File: src/rtl/dist_search_ctrl.sv
// Search controller: fetches NUM_CAND candidate matrices from the library RAM, runs each
// through the distance calculator and tracks the minimum dist2. Optional watchdog: DIST_TIMEOUT_EN.
`ifndef NUMBER_BITS
`define NUMBER_BITS 16
`endif

module dist_search_ctrl #(
  parameter int NUM_CAND  = 16,
  parameter int ADDR_BITS = 4
) (
  input  logic                               clk,
  input  logic                               reset,
  input  logic                               start,
  input  logic signed [`NUMBER_BITS-1:0]     mtx_target [0:1][0:1][0:1],
  output logic                               lib_rd,
  output logic        [ADDR_BITS-1:0]        lib_addr,
  output logic        [2:0]                  lib_entry,
  input  logic signed [`NUMBER_BITS-1:0]     lib_data,
  output logic signed [`NUMBER_BITS-1:0]     mtx_a [0:1][0:1][0:1],
  output logic signed [`NUMBER_BITS-1:0]     mtx_b [0:1][0:1][0:1],
  output logic                               dist_ready,
  input  logic        [2*(`NUMBER_BITS+3):0] dist2,
  input  logic                               dist_finished,
  output logic                               busy,
  output logic                               done,
  output logic        [ADDR_BITS-1:0]        best_idx,
  output logic        [2*(`NUMBER_BITS+3):0] best_dist2,
  output logic                               timeout_err
);
  localparam int NB = `NUMBER_BITS;
  localparam int DW = 2*(NB+3)+1;
  localparam logic [ADDR_BITS-1:0] LAST_IDX = ADDR_BITS'(NUM_CAND-1);

  typedef enum logic [2:0] {
    S_IDLE, S_FETCH, S_CAPT, S_FIRE, S_WAIT, S_CMP, S_DONE
  } state_t;

  typedef logic signed [NB-1:0] mtx_t [0:1][0:1][0:1];

  state_t               state_q, state_d;
  logic [ADDR_BITS-1:0] idx_q, idx_d;
  logic [2:0]           ent_q, ent_d;
  logic                 pend_q, pend_d;
  logic [2:0]           pend_ent_q, pend_ent_d;
  mtx_t                 mtx_a_q, mtx_a_d;
  mtx_t                 mtx_b_q, mtx_b_d;
  logic [DW-1:0]        dist_q, dist_d;
  logic [ADDR_BITS-1:0] best_idx_q, best_idx_d;
  logic [DW-1:0]        best_q, best_d;
  logic                 take;
`ifdef DIST_TIMEOUT_EN
  logic [3:0]           wd_q, wd_d;
  logic                 skip_q, skip_d;
  logic                 tmo_q, tmo_d;
`endif

  always_ff @(posedge clk or posedge reset) begin
    if (reset) begin
      state_q    <= S_IDLE;
      idx_q      <= '0;
      ent_q      <= '0;
      pend_q     <= 1'b0;
      pend_ent_q <= '0;
      mtx_a_q    <= '{default: '0};
      mtx_b_q    <= '{default: '0};
      dist_q     <= '0;
      best_idx_q <= '0;
      best_q     <= '1;
`ifdef DIST_TIMEOUT_EN
      wd_q       <= '0;
      skip_q     <= 1'b0;
      tmo_q      <= 1'b0;
`endif
    end else begin
      state_q    <= state_d;
      idx_q      <= idx_d;
      ent_q      <= ent_d;
      pend_q     <= pend_d;
      pend_ent_q <= pend_ent_d;
      mtx_a_q    <= mtx_a_d;
      mtx_b_q    <= mtx_b_d;
      dist_q     <= dist_d;
      best_idx_q <= best_idx_d;
      best_q     <= best_d;
`ifdef DIST_TIMEOUT_EN
      wd_q       <= wd_d;
      skip_q     <= skip_d;
      tmo_q      <= tmo_d;
`endif
    end
  end

  always_comb begin
    state_d    = state_q;
    idx_d      = idx_q;
    ent_d      = ent_q;
    mtx_a_d    = mtx_a_q;
    mtx_b_d    = mtx_b_q;
    dist_d     = dist_q;
    best_idx_d = best_idx_q;
    best_d     = best_q;
`ifdef DIST_TIMEOUT_EN
    wd_d       = wd_q;
    skip_d     = skip_q;
    tmo_d      = tmo_q;
    take       = !skip_q && (dist_q < best_q);
`else
    take       = (dist_q < best_q);
`endif
    // Library data trails its read strobe by one cycle; entry 7 therefore lands during CAPT.
    pend_d     = (state_q == S_FETCH);
    pend_ent_d = ent_q;
    if (pend_q) mtx_a_d[pend_ent_q[2]][pend_ent_q[1]][pend_ent_q[0]] = lib_data;

    unique case (state_q)
      S_IDLE: begin
        if (start) begin
          state_d    = S_FETCH;
          idx_d      = '0;
          ent_d      = '0;
          mtx_b_d    = mtx_target;
          best_d     = '1;
          best_idx_d = '0;
`ifdef DIST_TIMEOUT_EN
          tmo_d      = 1'b0;
`endif
        end
      end
      S_FETCH: begin
        ent_d = ent_q + 3'd1;
        if (ent_q == 3'd7) state_d = S_CAPT;
      end
      S_CAPT: state_d = S_FIRE;
      S_FIRE: begin
        state_d = S_WAIT;
`ifdef DIST_TIMEOUT_EN
        wd_d    = '0;
        skip_d  = 1'b0;
`endif
      end
      S_WAIT: begin
        if (dist_finished) begin
          dist_d  = dist2;
          state_d = S_CMP;
`ifdef DIST_TIMEOUT_EN
        end else if (wd_q == 4'd14) begin
          // Fifteenth silent WAIT cycle: abandon this candidate.
          skip_d  = 1'b1;
          tmo_d   = 1'b1;
          state_d = S_CMP;
        end else begin
          wd_d    = wd_q + 4'd1;
`endif
        end
      end
      S_CMP: begin
        if (take) begin
          best_d     = dist_q;
          best_idx_d = idx_q;
        end
        if (idx_q == LAST_IDX) begin
          state_d = S_DONE;
        end else begin
          idx_d   = idx_q + 1'b1;
          ent_d   = '0;
          state_d = S_FETCH;
        end
      end
      S_DONE:  state_d = S_IDLE;
      default: state_d = S_IDLE;
    endcase
  end

  assign lib_rd     = (state_q == S_FETCH);
  assign lib_addr   = idx_q;
  assign lib_entry  = ent_q;
  assign dist_ready = (state_q == S_FIRE);
  assign busy       = (state_q != S_IDLE);
  assign done       = (state_q == S_DONE);
  assign best_idx   = best_idx_q;
  assign best_dist2 = best_q;
  assign mtx_a      = mtx_a_q;
  assign mtx_b      = mtx_b_q;
`ifdef DIST_TIMEOUT_EN
  assign timeout_err = tmo_q;
`else
  assign timeout_err = 1'b0;
`endif

endmodule

File: config.mk
export PLATFORM = sky130hd
export DESIGN_NAME = dist_search_ctrl
export DESIGN_NICKNAME = d
export VERILOG_FILES = /design/src/rtl/dist_search_ctrl.sv
export SDC_FILE = /design/constraint.sdc
export NUM_CORES = 1
export LEC_CHECK = 0
export CORE_AREA = 2 2 191 193
export DETAILED_ROUTE_END_ITERATION = 12
export DIE_AREA = 0 0 193 195
export HOLD_SLACK_MARGIN = 0.08
export PLACE_DENSITY = 0.84
export SETUP_SLACK_MARGIN = 0.4
export SLEW_MARGIN = 20
export SYNTH_ARGS = -nofsm -noshare
export SYNTH_HDL_FRONTEND = slang
export SYNTH_SLANG_ARGS = --single-unit
export TNS_END_PERCENT = 10
File: constraint.sdc
create_clock -name clk -period 15.3 [get_ports clk]
set_input_delay 3.06 -clock clk [delete_from_list [all_inputs] [get_ports clk]]
set_output_delay 3.06 -clock clk [all_outputs]
set_load 0.01 [all_outputs]
==> results.ini <==
[critical_path]
cp_max_fo=82
cp-startpoint=start
cp_data_arrival_time_ns=6.59
critPathMostFrequentCell=buf_4
r2r_cells=5
crit_required_ns=15.71
worst-setup-path-type=in -> reg
r2r-start=state_q[1]
end_kind=flip-flop
startpoint_type=input port
critPathBufInv=4
cp_top_family=buffers and inverters
r2r-end=mtx_b[40]
critPathSlowestCell=buf_4
slowest_delay_ns=0.90
ff2ff_setup_slack_ns=11.28
crit_path_cell_trace=clkdlybuf4s50_1 -> inv_1 -> nor2_4 -> buf_4 -> buf_4 -> mux2_2

[placed_design]
hpwlAfterDp_um=31000
portBuffers=496
gp_congestion=0.956

[timing]
period_share_pct=40.4
skew_ns=0.0168
setup_viol=0
rsz0062_at_grt=false
fmax_mhz=162
finalHoldViolCount=0
slew_viol_final=0
slew_headroom_pct=30.3
setup_tns_ns=0
hold_slack_ns=0.447
worstMarginPinSlew_ns=1.05
min_period_ns=6.18

[yosys]
synth_edf_count=0
synth.area.top_cells=dfrtp_1 54%, mux2_2 20%, dfstp_2 7.1%, ha_1 3.6%, mux2i_1 2.8%
syn-mean-instance-area_um2=13.7
yosys.area.top_type=dfrtp_1
postSynthCellCount=1049
ys.flop_type=dfrtp_1
synth_fp_nets=1277
yosysSeqAreaShare_pct=61.5
synth_seq_cells=352
yosys_warnings=0
synthArstFlopShare_pct=100
synth_top_area_share_pct=54.3
post_synth_num_cell_types=50
synth.cell_area_mm2=0.0144

[grt]
grt_pass1_vias=11300
grt_max_degree=125
grt_overflow=0
antenna_found_initial=0
grt_pass1_wl_um=65600
track_usage_pct=22.8

[die]
die_area_mm2=0.0376
die_w_um=193
rows=69
core_mm2=0.0354
start_util_pct=40.7
fp.dieH_um=195
io_pins=498

[flow_run]
drv_cap=0

[clock_network]
cts_tree=built
cts_setup_buffers=0
cts_root_buf=clkbuf_16
cts.path.max_buffers=3
cts_max_level=2
hold_buffers=0
clock_latency_ns=0.53
clk_pin_slew_ns=0.06
clkSinkCount=352
cts-resized-gates=0
numCtsBuffers=39

[detailed_routing]
post_drt_wl_per_cell_um=20.9
firstDrtPassIters=7
vias=10300
drt_iter0_drc=490
wl_um=42800
post-route-drc-count=0
postRouteAntennaNets=0
via_per_inst=5.02

[final_layout]
areaGrowthSynthToFinish_pct=47.0
diodes=0
drive_gt1_share_pct=24.4
nNetsFinal=1784

[pwr]
vdd_drop_max_uv=132
totalPowerFinal_uw=4570
cellLeakagePower_uw=0.00921
power_density_mw_per_mm2=216

[hold_path]
hp-start=lib_entry[1]
holdPathEnd=pend_ent_q[1]
hold_depth=0
holdCritPathClass=reg -> reg

[run_status]
status=complete, no violations

## routing by layer
layer,share of wire (%),global-route usage (%),wire (µm)
met4,3.8,8.19,1610
met1,39,27.7,16600
met2,50,38.6,21300
met3,7.6,6.31,3250
met5,0,0,0
## cell type report
type                       count  area [µm²]
tap                          461         577
clock buffer                  58        1140
multi-input combinational    570        5070
inverter                      80         308
sequential                   352        8860
clock inverter                11         108
fill                        2725       14200
timing repair buffer         513        5130
## metrics by stage
step,std cells,utilization [%],worst slack (ns),area (µm²)
final,2045,59.9,9.12,21200
after global routing,2045,59.9,8.96,21200
after CTS,2041,59.7,9.17,21100
after detailed placement,1972,56.2,8.63,19900
after global placement,1972,56.2,8.64,19900
after floorplan,1049,-,2.54,14400
## Yosys cell counts, types with 8 or more instances
library cell  instances
nand4_1               8
clkbuf_1             27
nor2_1               46
a21oi_1              15
mux2_2              261
buf_2                 9
mux2i_1              40
dfstp_2              39
dfrtp_1             313
nand2_1              55
inv_1                80
ha_1                 41
o21ai_0              46
## power by group
group | leakage (µW) | internal [µW] | switching [µW] | total (µW)
clock network | 0.000615 | 549 | 371 | 919
registers | 0.00413 | 1390 | 283 | 1680
logic | 0.00447 | 1150 | 826 | 1970
## state kept, by name, summed over array words and instances, names as in the netlist
| register | flops |
|---|---|
| mtx_a | 128 |
| mtx_b | 128 |
| best_dist2 | 39 |
| dist_q | 39 |
| best_idx | 4 |
| lib_addr | 4 |
| lib_entry | 3 |
| pend_ent_q | 3 |
| state_q | 3 |
| pend_q | 1 |
## worst max-delay path by stage
| stage | to | slack, ns | cells past startpoint |
|---|---|---|---|
| 6_report | mtx_b[40] | 9.12 | 6 |
| 5_1_grt | mtx_b[103] | 8.96 | 6 |
| 4_1_cts | mtx_b[77] | 9.17 | 6 |
| 3_5_place_dp | mtx_b[77] | 8.63 | 6 |
| 3_3_place_gp | mtx_b[113] | 8.64 | 6 |
| 2_1_floorplan | best_idx[0] | 2.54 | 1 |
## cells in the final DEF, fill, tap and decap left out, types with 2 or more instances in the layout
cell	count
dfstp_2	39
nor3b_2	2
dfrtp_1	313
clkbuf_16	41
nand2_1	55
or3_1	2
a22o_1	3
bufinv_16	2
a21oi_1	15
mux2_2	261
clkbuf_1	12
a211oi_1	2
clkinv_2	8
o21ai_0	46
buf_4	12
nor2b_1	5
nand2b_1	2
mux2i_1	40
ha_1	41
and2_1	2
nor2_1	45
clkbuf_8	5
inv_1	79
buf_6	4
clkdlybuf4s50_1	496
nor3_1	3
a21o_1	4
nand4b_1	3
nand3_1	5
nand4_1	8
nor3_2	2
## worst register-to-register path, stage by stage, from the launching register on
cell	delay [ns]
dfrtp_1	0.51
or3_1	0.50
nor2_4	0.73
buf_4	0.72
buf_4	0.95
mux2_2	0.51
## cell families after synthesis
logic type | Yosys count | share of synthesized area [%]
other | 1 | 0.0260
muxes | 302 | 23.3
adders and majority gates | 41 | 3.56
xor gates and xnor gates | 1 | 0.0608
and+or+nand+nor | 145 | 4.72
DFF | 352 | 61.5
buffers and inverters | 127 | 3.65
AOI/OAI and AO/OA | 80 | 3.26
(Power assumes the default switching activity.)
